--- src/rtl/mul_div_unit.sv ---
// Iterative MULT/MULTU/DIV/DIVU unit with HI/LO registers.
// It runs a shift-add multiply or a restoring divide, one bit per cycle, and the pipeline stalls on busy.
module mul_div_unit #(
  parameter int WIDTH = 32
) (
  input  logic             clk,
  input  logic             rst_n,
  input  logic             start,
  input  logic [1:0]       op,
  input  logic [WIDTH-1:0] src_a,
  input  logic [WIDTH-1:0] src_b,
  input  logic             cancel,
  input  logic             hi_we,
  input  logic             lo_we,
  input  logic [WIDTH-1:0] wdata,
  output logic             busy,
  output logic             done,
  output logic [WIDTH-1:0] hi,
  output logic [WIDTH-1:0] lo
);

  typedef enum logic [1:0] {IDLE, CALC, DONE} state_t;

  typedef struct packed {
    logic div;
    logic neg_res;
    logic neg_rem;
    logic b_zero;
  } ctl_t;

  localparam logic [5:0] LAST = 6'(WIDTH - 1);

  state_t            state, state_nxt;
  logic [5:0]        cnt;
  ctl_t              ctl;
  logic [WIDTH-1:0]  a_q, b_q, raw_a;
  logic [WIDTH-1:0]  acc, mq;
  logic              accept, last;

  logic              sgn, a_neg, b_neg;
  logic [WIDTH-1:0]  a_abs, b_abs;

  assign sgn   = ~op[0];
  assign a_neg = sgn & src_a[WIDTH-1];
  assign b_neg = sgn & src_b[WIDTH-1];
  assign a_abs = a_neg ? -src_a : src_a;
  assign b_abs = b_neg ? -src_b : src_b;

  always_comb begin
    state_nxt = state;
    accept    = 1'b0;
    last      = 1'b0;
    case (state)
      IDLE, DONE: begin
        if (start && !cancel) begin
          accept    = 1'b1;
          state_nxt = CALC;
        end else if (state == DONE) begin
          state_nxt = IDLE;
        end
      end
      CALC: begin
        if (cancel) begin
          state_nxt = IDLE;
        end else if (cnt == LAST) begin
          last      = 1'b1;
          state_nxt = DONE;
        end
      end
      default: state_nxt = IDLE;
    endcase
  end

  always_ff @(posedge clk or negedge rst_n) begin
    if (!rst_n) begin
      state <= IDLE;
      cnt   <= '0;
    end else begin
      state <= state_nxt;
      cnt   <= (state == CALC && !cancel && cnt != LAST) ? cnt + 6'd1 : 6'd0;
    end
  end

  assign busy = (state == CALC);
  assign done = (state == DONE);

  // One iteration. acc is the product high half or the partial remainder.
  // mq shifts the multiplier out, or shifts dividend bits out while quotient bits shift in.
  logic [WIDTH:0]    sum, sh;
  logic [WIDTH+1:0]  diff;
  logic              q_bit;
  logic [WIDTH-1:0]  acc_nxt, mq_nxt;

  always_comb begin
    sum   = {1'b0, acc} + {1'b0, (mq[0] ? a_q : {WIDTH{1'b0}})};
    sh    = {acc, mq[WIDTH-1]};
    diff  = {1'b0, sh} - {2'b00, b_q};
    q_bit = ~diff[WIDTH+1];
    if (ctl.div) begin
      acc_nxt = q_bit ? diff[WIDTH-1:0] : sh[WIDTH-1:0];
      mq_nxt  = {mq[WIDTH-2:0], q_bit};
    end else begin
      acc_nxt = sum[WIDTH:1];
      mq_nxt  = {sum[0], mq[WIDTH-1:1]};
    end
  end

  logic [2*WIDTH-1:0] prod, prod_c;
  logic [WIDTH-1:0]   res_hi, res_lo;

  always_comb begin
    prod   = {acc_nxt, mq_nxt};
    prod_c = ctl.neg_res ? -prod : prod;
    if (!ctl.div) begin
      res_hi = prod_c[2*WIDTH-1:WIDTH];
      res_lo = prod_c[WIDTH-1:0];
    end else if (ctl.b_zero) begin
      // Divide by zero returns the dividend as it was presented, sign untouched.
      res_hi = raw_a;
      res_lo = {WIDTH{1'b1}};
    end else begin
      res_hi = ctl.neg_rem ? -acc_nxt : acc_nxt;
      res_lo = ctl.neg_res ? -mq_nxt  : mq_nxt;
    end
  end

  always_ff @(posedge clk or negedge rst_n) begin
    if (!rst_n) begin
      ctl   <= '0;
      a_q   <= '0;
      b_q   <= '0;
      raw_a <= '0;
      acc   <= '0;
      mq    <= '0;
    end else if (accept) begin
      ctl.div     <= op[1];
      ctl.neg_res <= a_neg ^ b_neg;
      ctl.neg_rem <= a_neg;
      ctl.b_zero  <= (src_b == '0);
      a_q         <= a_abs;
      b_q         <= b_abs;
      raw_a       <= src_a;
      acc         <= '0;
      mq          <= op[1] ? a_abs : b_abs;
    end else if (state == CALC) begin
      acc <= acc_nxt;
      mq  <= mq_nxt;
    end
  end

  // A result always wins over a move-to. Move-to writes are ignored while computing.
  always_ff @(posedge clk or negedge rst_n) begin
    if (!rst_n) begin
      hi <= '0;
      lo <= '0;
    end else if (last) begin
      hi <= res_hi;
      lo <= res_lo;
    end else if (state != CALC) begin
      if (hi_we) hi <= wdata;
      if (lo_we) lo <= wdata;
    end
  end

endmodule
--- config.mk ---
export PLATFORM = sky130hd
export DESIGN_NAME = mul_div_unit
export DESIGN_NICKNAME = d
export VERILOG_FILES = /design/src/rtl/mul_div_unit.sv
export SDC_FILE = /design/constraint.sdc
export NUM_CORES = 1
export LEC_CHECK = 0
export BUFFER_PORTS_ARGS = -buffer_cell sky130_fd_sc_hd__buf_2
export CORE_ASPECT_RATIO = 1.25
export CORE_MARGIN = 8
export CORE_UTILIZATION = 50
export DETAILED_ROUTE_END_ITERATION = 12
export PLACE_DENSITY = 0.72
export SETUP_SLACK_MARGIN = 0.02
export SKIP_CTS_REPAIR_TIMING = 1
export SLEW_MARGIN = 10
export SYNTH_ARGS = -nofsm -noshare
export SYNTH_HDL_FRONTEND = slang
export SYNTH_SLANG_ARGS = --single-unit
--- constraint.sdc ---
create_clock -name clk -period 4.6 [get_ports clk]
set_input_delay 0.92 -clock clk [delete_from_list [all_inputs] [get_ports clk]]
set_output_delay 0.92 -clock clk [all_outputs]
set_load 0.01 [all_outputs]
# == Word level (Yosys, flattened, before mapping) ==
# Index checks and enable logic that the tools add are counted.
# classes
n_addsub,8
n_eq_ne,7
n_mux,35
bitwise,5
reduce_logical,14
# ops
operator,count
32-bit 2-to-1 mux,23
32-bit negation,4
64-bit 2-to-1 mux,1
64-bit negation,1
33-bit by 32-bit subtractor with 34-bit output,1
32-bit by 32-bit adder with 33-bit output,1
32-bit zero test,1
2-bit 2-to-1 mux,4
2-bit nonzero test,4
6-bit by 1-bit adder with 6-bit output (second input constant),1
6-bit by 5-bit == test with 1-bit output (second input constant),1
6-bit 2-to-1 mux,1
6-bit by 5-bit != test with 1-bit output (second input constant),1
2-bit AND reduction,3
1-bit 2-to-1 mux,5
2-bit one-hot mux with 2 select lines,1
1-bit logical AND,3
3-bit by 2-bit != test with 1-bit output (second input constant),1
3-bit != test (second input constant),1
1-bit bitwise AND,2
2-bit by 1-bit == test with 1-bit output (second input constant),1
2-bit == test (second input constant),1
2-bit zero test,1
2-bit by 1-bit != test with 1-bit output (second input constant),1
4 further kinds,5
# totals
register_bits,236
input_bits,104

# == Longest topological paths before layout ==
# Gate-level depths: netlist of the first run.
# depth
depth_word,8
depth_mapped,22

# == Worst setup path before layout of the first run ==
# OpenSTA, ideal clock, no wires.
# synth_path
path_type,register to register
from,register acc[9]
to,register hi[24]
arrival_time_ns,4.221
required_ns,4.459
setup_slack_ns,0.238
path_stages_with_launch,20
path_cell_list,dfrtp_1 > ha_1 > a21o_1 > a21o_1 > a221oi_4 > o2111ai_2 > nor2_2 > clkbuf_1 > nand2_1 > o21ai_0 > ha_1 > nand2_1 > nor2_1 > nand2_1 > or2_2 > nor2_1 > nand4_1 > o21a_1 > o41ai_1 > a211oi_1
# synth_via
elab_chain_len,8
word_cells_on_any_way,13
cone_classes,4 x add/sub; 8 x mux; 1 x bitwise
# synth_lines
item,line_no,source
from (decl),37,"logic [WIDTH-1:0] acc, mq;"
from (signal assigned),146,acc <= acc_nxt;
33-bit by 32-bit subtractor with 34-bit output,97,"diff = {1'b0, sh} - {2'b00, b_q};"
32-bit 2-to-1 mux,100,acc_nxt = q_bit ? diff[WIDTH-1:0] : sh[WIDTH-1:0];
32-bit 2-to-1 mux,99,if (ctl.div) begin
32-bit negation,122,res_hi = ctl.neg_rem ? -acc_nxt : acc_nxt;
32-bit 2-to-1 mux,122,
32-bit 2-to-1 mux,117,end else if (ctl.b_zero) begin
32-bit 2-to-1 mux *,114,if (!ctl.div) begin
32-bit 2-to-1 mux *,156,end else if (last) begin
to (signal assigned),157,hi <= res_hi;
to (signal assigned),160,if (hi_we) hi <= wdata;
to (decl),18,"output logic [WIDTH-1:0] hi,"
# Mark *: on every way between the ends. The rest lies on a longest branch, timed or not.
# A chain may end at the register's enable or synchronous reset.

# == Final worst setup path of the first run ==
# layout_path
from,register mq[0]
to,register hi[27]
# layout_via
elab_chain_len,8
word_cells_on_any_way,11
cone_classes,3 x add/sub; 8 x mux
# layout_lines
item,line_no,source
from (decl),37,
from (signal assigned),144,mq <= op[1] ? a_abs : b_abs;
from (signal assigned),147,mq <= mq_nxt;
32-bit 2-to-1 mux,95,"sum = {1'b0, acc} + {1'b0, (mq[0] ? a_q : {WIDTH{1'b0}})};"
32-bit by 32-bit adder with 33-bit output,95,
32-bit 2-to-1 mux,99,
32-bit negation,122,
32-bit 2-to-1 mux,122,
32-bit 2-to-1 mux,117,
32-bit 2-to-1 mux *,114,
32-bit 2-to-1 mux *,156,
# Marked as above.

==> results.cfg, run 1 <==
[placed_design]
dp_worst_setup_slack_ns = -0.04232
hpwl_microns = 67630
port_buffers = 169
gp_congestion = 1.008
dp.cells = 3207

[route]
ant_nets = 0
dr.pass1.iters = 6
drc = 0
drtIter0Drc = 2475
vias = 21210
viasPerCell = 6.482
drt-total-wl_microns = 86680
wl_per_cell_microns = 26.49

[clock_tree]
clk_pin_slew_ns = 0.07
numCtsBuffers = 27
cts_max_path_buffers = 3
clk_latency_ns = 0.58
cts_sinks = 235
cts_max_level = 1
cts_tree = built
cts_root_buf = clkbuf_16

[run_status]
status = completed

[floorplan]
fp.dieH_microns = 235.3
core_sq_um = 38040
design.die.area_sq_um = 45040
ios = 170
fp.dieW_microns = 191.4
start_util = 0.5056
num_rows = 80

[logic_synthesis]
synth.distinct_cells = 99
yosysWarnings = 0
ys_seq_area_frac = 0.3058
synthCells = 2502
synth_seq_cells = 235
ys_async_sr_fraction = 1.000
synthesis.nets = 2677
synth.avg_cell_area_sq_um = 7.687
yosysTopAreaCell = dfrtp_1
synth_top_area_frac = 0.3058
synth_ff_type = dfrtp_1
synthTopCellsByArea = dfrtp_1 31%, nand2_1 8.7%, o21ai_0 6.6%
synth_edf_count = 0
synth_area_sq_um = 19230

[flow_run]
cap_violations = 0

[power_and_ir_drop]
power.switching_mw = 7.839
switching_share = 0.4953
power-per-cell-area_nw_per_um2 = 686.1
power_leakage_nw = 10.19
pwr-share-seq = 0.194
ir_drop_mv = 0.6142
clkPwrFrac = 0.147
internal-power_mw = 7.986
combPwrFrac = 0.659

[layout]
finalNetCount = 2934
area_growth_pct = 19.93
final_cells = 3272
drive_gt1_frac = 0.1971
diodes = 0

[sta]
worst_pin_slew_ns = 0.9881
hold_violations = 0
period_needed_ns = 4.453
fin_crit_sh = 0.9681
max_freq_ghz = 0.2246
final-setup-viol-count = 0
worst_slack_ns = 0.1468
drv_slew = 0
skew_ns = 0.01535
slew-limit-headroom = 0.3413

[setup_path]
reg2reg_from = mq[0]$_DFFE_PN0P_
reg2reg_depth = 16
r2r_slack_ns = 0.15
critical_path_buf_inv_count = 1
cpPeakStageDelay_ns = 0.50
end_kind = flop
required_ns = 5.05
path_delay_family = simple AND/OR/NAND/NOR gates
crit_fanout = 5
r2r_end = hi[27]$_DFFE_PN0P_
crit_chain = and2_4, ha_4, fa_2, a211oi_4, o211ai_1, nand4_1, buf_6, a31oi_4, xor2_1, nor2_1, a31oi_2, or3b_4, nor4_4, o21ai_1, and3_1, or4_1
cpMaxStageDelayCell = or4_1
cp.arrival_ns = 4.90
criticalPathCategory = flop to flop
critPathLaunchType = flop

[global_route]
grt_pass1_wl_microns = 127500
grt_pass1_vias = 20290
antenna_found_initial = 1
grt_use_total = 0.3703
globalRouteOverflowTotal = 0
grt_max_degree = 106

[hold_path]
worst_hold_path_type = input pin to async pin
-- cells by family after synthesis --
group                      share of synthesized area
and+or+nand+nor                               0.2401
AOI/OAI and AO/OA                             0.2522
adders and majority gates                    0.04697
buffers and inverters                        0.04730
DFF                                           0.3058
muxes                                        0.03442
xor gates and xnor gates                     0.07332
-- metal layers --
layer	GRT usage	up-vias	share of wire
met4	0.2733	0	0.086
met1	0.4524	10200	0.38
met5	0	-	0
met2	0.5786	1187	0.45
li1	-	9517	-
met3	0.06150	305	0.085
-- cells in the mapped netlist (all sizes together), types with 10 or more instances --
cell type / number
nand2b: 19
a21oi: 178
and3: 19
nor3: 56
a211oi: 22
nand2: 449
nor2b: 13
xnor2: 97
nor4: 21
o21a: 14
a21o: 22
a32oi: 15
and2: 48
inv: 61
buf: 42
o31ai: 21
nor2: 168
o211ai: 62
xor2: 64
nand4: 38
mux2i: 59
o21ai: 260
a22oi: 14
ha: 69
or3: 21
clkbuf: 121
a31o: 12
a31oi: 28
dfrtp: 235
and4: 10
nand3: 87
-- power by group through the flow --
| stage | combinational [mW] | sequential (mW) | clock [mW] |
|---|---|---|---|
| 3_3_place_gp | 9.64 | 3.05 | 0 |
| 6_report | 10.4 | 3.06 | 2.33 |
| 4_1_cts | 9.75 | 3.03 | 2.34 |
| 3_5_place_dp | 9.70 | 3.07 | 0 |
| 5_1_grt | 11.1 | 3.11 | 2.41 |
| 2_1_floorplan | 5.71 | 2.96 | 0 |
-- through the flow --
stage	hold WS [ns]	area, sq um	TNS [ns]	util	total power, mW
global route	0.4733	23060	-0.07554	0.6064	16.57
finish	0.3580	23060	0	0.6064	15.82
CTS	0.4456	22610	-0.2172	0.5945	15.12
floorplan	0.4328	19230	0	-	8.676
global placement	0.4576	21680	-0.02120	0.5700	12.69
detailed placement	0.4669	21680	-0.06425	0.5700	12.76
-- placed cells by master, fill, tap and decap left out, types with 62 or more instances in the layout --
master,n
nor2_1,165
xor2_1,64
xnor2_1,97
a21oi_1,171
o21ai_0,246
buf_4,214
dfrtp_1,234
nand2_1,446
nand3_1,85
buf_2,168
o211ai_1,62
-- how the worst max path moves through the flow --
stage,startpoint,end,slack (ns),cells past startpoint
floorplan,acc[9]$_DFFE_PN0P_,hi[24]$_DFFE_PN0P_,0.24,19
global placement,acc[29]$_DFFE_PN0P_,hi[20]$_DFFE_PN0P_,-0.02,17
detailed placement,acc[29]$_DFFE_PN0P_,hi[20]$_DFFE_PN0P_,-0.04,17
CTS,acc[29]$_DFFE_PN0P_,hi[20]$_DFFE_PN0P_,-0.09,17
global route,mq[0]$_DFFE_PN0P_,hi[27]$_DFFE_PN0P_,-0.07,16
finish,mq[0]$_DFFE_PN0P_,hi[27]$_DFFE_PN0P_,0.15,16
-- registers in the layout (all words and copies together) (netlist names) --
signal  count
b_q        32
mq         32
hi         32
ctl         4
acc        32
raw_a      31
a_q        32
state       2
lo         32
cnt         6
-- area by class of cell --
class	instances	area, sq um
repair buffers	391	2605
inverters	63	236.5
multi-input cells	2041	12790
fillers	3543	14970
well taps	492	615.6
flip-flops and latches	235	5884
clock buffers	33	738.2
clock inverters	17	192.7
Power figures use the tool's default switching activity.
==> inputs of run 2 (changes only) <==
--- a/config.mk
+++ b/config.mk
@@ -5,6 +5,7 @@
 export SDC_FILE = /design/constraint.sdc
 export NUM_CORES = 1
 export LEC_CHECK = 0
+export ABC_AREA = 1
 export BUFFER_PORTS_ARGS = -buffer_cell sky130_fd_sc_hd__buf_2
 export CORE_ASPECT_RATIO = 1.25
 export CORE_MARGIN = 8
@@ -17,3 +18,4 @@
 export SYNTH_ARGS = -nofsm -noshare
 export SYNTH_HDL_FRONTEND = slang
 export SYNTH_SLANG_ARGS = --single-unit
+export TNS_END_PERCENT = 100
==> run 2 against run 1 <==
  * Global-route usage down 0.57 points
  * Sequential share of layout area fell by 0.81 points
  * Clock power about the same
  * Area after synthesis is 11% higher
  * Synthesized cell count rose by 39%
  * Largest cell class unchanged
  * Via count rose by 15%
  * First-iteration DRC count is 8.5% higher
  * Sequential power about the same
  * Die area rose by 9.7%
  * Non-clock buffer count decreased by 146
==> results.cfg, run 2 <==
[power_and_ir_drop]
power-per-cell-area_nw_per_um2 = 666.4
power_leakage_nw = 12.85
ir_drop_mv = 0.3935

[logic_synthesis]
synth_area_sq_um = 21270
synth.distinct_cells = 65
ys_seq_area_frac = 0.2765
ys_async_sr_fraction = 1.000
synth.avg_cell_area_sq_um = 6.128
synth_adder_area_share = 0.04248
synth_common_cells = 1087 x nand2_1, 490 x inv_1, 351 x nor2_1, 272 x o21ai_0, 243 x nand3_1
yosys.area_share.simple = 0.3855
synth_top_area_frac = 0.2765
synthesis.nets = 3645
synth_edf_count = 0
synth_compound_area_frac = 0.1384
yosysWarnings = 0
synth_top_family_by_area = simple AND/OR/NAND/NOR gates
yosysTopAreaCell = dfrtp_1
synthMuxAreaShare = 0
synth_ff_type = dfrtp_1
synth_seq_cells = 235
synthTopCellsByArea = dfrtp_1 28%, nand2_1 19%, inv_1 8.6%
yosysMostFrequentCell = nand2_1
synthCells = 3470
synth_xor_area_frac = 0.03624

[clock_tree]
numCtsBuffers = 26
cts_sinks = 235
cts_root_buf = clkbuf_16
cts_tree = built
cts_max_level = 1
clk_latency_ns = 0.58
clk_pin_slew_ns = 0.06
cts_max_path_buffers = 3

[sta]
worst_pin_slew_ns = 1.140
final-setup-viol-count = 0
max_freq_ghz = 0.2306
slew-limit-headroom = 0.2398
period_needed_ns = 4.336
skew_ns = 0.01988
worst_slack_ns = 0.2637
setup_tns_ns = 0
drv_slew = 0
rsz0062_at_grt = no
fin_crit_sh = 0.9427
hold_violations = 0

[setup_path]
cpMaxStageDelayCell = dfrtp_1
cpPeakStageDelay_ns = 0.47
cp_common_cell = nand2_1
required_ns = 5.08
crit_fanout = 7
cp.arrival_ns = 4.82
criticalPathCategory = flop to flop
end_kind = flop
critPathLaunchType = flop

[route]
drt-total-wl_microns = 93420
viasPerCell = 5.798
wl_per_cell_microns = 22.28
ant_nets = 0
dr.pass1.iters = 6
drtIter0Drc = 2685
vias = 24310
drc = 0

[flow_run]
cap_violations = 0

[floorplan]
fp.dieW_microns = 200.5
design.die.area_sq_um = 49430
ios = 170
core_sq_um = 42040
fp.dieH_microns = 246.6
num_rows = 84
start_util = 0.5058

[run_status]
status = completed

[global_route]
antenna_found_initial = 1
grt_use_total = 0.3645
grt_max_degree = 94
globalRouteOverflowTotal = 0
grt_pass1_vias = 22890
grt_pass1_wl_microns = 138700

[layout]
final_area_sq_um = 23830
finalNetCount = 3791
final_cell_mix = 1086 x nand2_1, 489 x inv_1, 349 x nor2_1
diodes = 0
area_growth_pct = 12.05
mostFrequentLayoutCell = nand2_1
drive_gt1_frac = 0.1216
final_util = 0.5668

[hold_path]
worst_hold_path_type = input pin to async pin

[placed_design]
dpl-instance-area_sq_um = 22820
port_buffers = 169
gp_congestion = 1.078
hpwl_microns = 74390
dp_worst_setup_slack_ns = 0.3457
[run 2: cell count changes in the layout (fill, tap and decap cells not counted), sizes merged, moves of 22 or more]
cell,delta
mux2i,-59
a211oi,-22
a21oi,-52
inv,+448
and2,-43
nand4,+22
o211ai,-40
nand2,+661
xnor2,-88
nor2,+226
nor3,-24
o21ai,+51
nand3,+178
buf,-146
[run 2: cell type report]
type / instances / area (sq um)
multi-input cells: 2590 / 12900
repair buffers: 245 / 1464
clock inverters: 11 / 172.7
well taps: 559 / 699.4
clock buffers: 35 / 755.7
inverters: 518 / 1944
flip-flops and latches: 235 / 5887
fillers: 4366 / 18210
[run 2: path summary, 6_finish.rpt]
kind / slack [ns] / startpoint / depth (start not counted) / to
setup / recovery: 0.26 / acc[29]$_DFFE_PN0P_ / 26 / hi[24]$_DFFE_PN0P_
hold / removal: 0.38 / rst_n / 1 / cnt[2]$_DFF_PN0_
setup reg to reg: 0.26 / acc[29]$_DFFE_PN0P_ / 26 / hi[24]$_DFFE_PN0P_
hold reg to reg: 0.46 / cnt[0]$_DFF_PN0_ / 1 / cnt[0]$_DFF_PN0_
max in group asynchronous: 3.26 / rst_n / 2 / hi[22]$_DFFE_PN0P_
min in group clk: 0.46 / cnt[0]$_DFF_PN0_ / 1 / cnt[0]$_DFF_PN0_
[run 2: report_power, final]
part | switching [mW] | internal (mW)
Clock | 0.972 | 1.38
Combinational | 7.35 | 3.14
Sequential | 0.513 | 2.54
[run 2: per-layer routing]
metal	vias to the layer above	global-route usage	wire length, microns	part of all wire
met5	-	0	13	0.00014
met4	2	0.2964	8824	0.094
met3	376	0.04666	7776	0.083
met2	1430	0.5805	41320	0.44
met1	11170	0.4415	35480	0.38
li1	11330	-	-	-
[run 2: kinds of logic (layout without fill, tap and decap cells)]
| group | Yosys count | after routing |
|---|---|---|
| buffers and inverters | 645 | 809 |
| DFF | 235 | 235 |
| AOI/OAI and AO/OA | 531 | 531 |
| adders and majority gates | 71 | 71 |
| and+or+nand+nor | 1900 | 1900 |
| xor gates and xnor gates | 88 | 88 |
[run 2: worst max-delay path, delay by kind of cell, from the launching register on]
| kind | cells | cell delay, ns |
|---|---|---|
| flip-flops | 1 | 0.47 |
| AND/OR/NAND/NOR | 17 | 2.12 |
| buffers and inverters | 2 | 0.13 |
| adder cells (fa/ha/maj) | 2 | 0.59 |
| AO/OA/AOI/OAI | 5 | 0.95 |
[run 2: metrics by stage]
step / power, mW / std cells / hold slack [ns]
2_1_floorplan: 9.229 / 3470 / 0.4331
3_3_place_gp: 13.08 / 4146 / 0.4533
3_5_place_dp: 13.09 / 4146 / 0.4519
4_1_cts: 15.46 / 4192 / 0.4239
5_1_grt: 16.68 / 4193 / 0.4491
6_report: 15.88 / 4193 / 0.3771
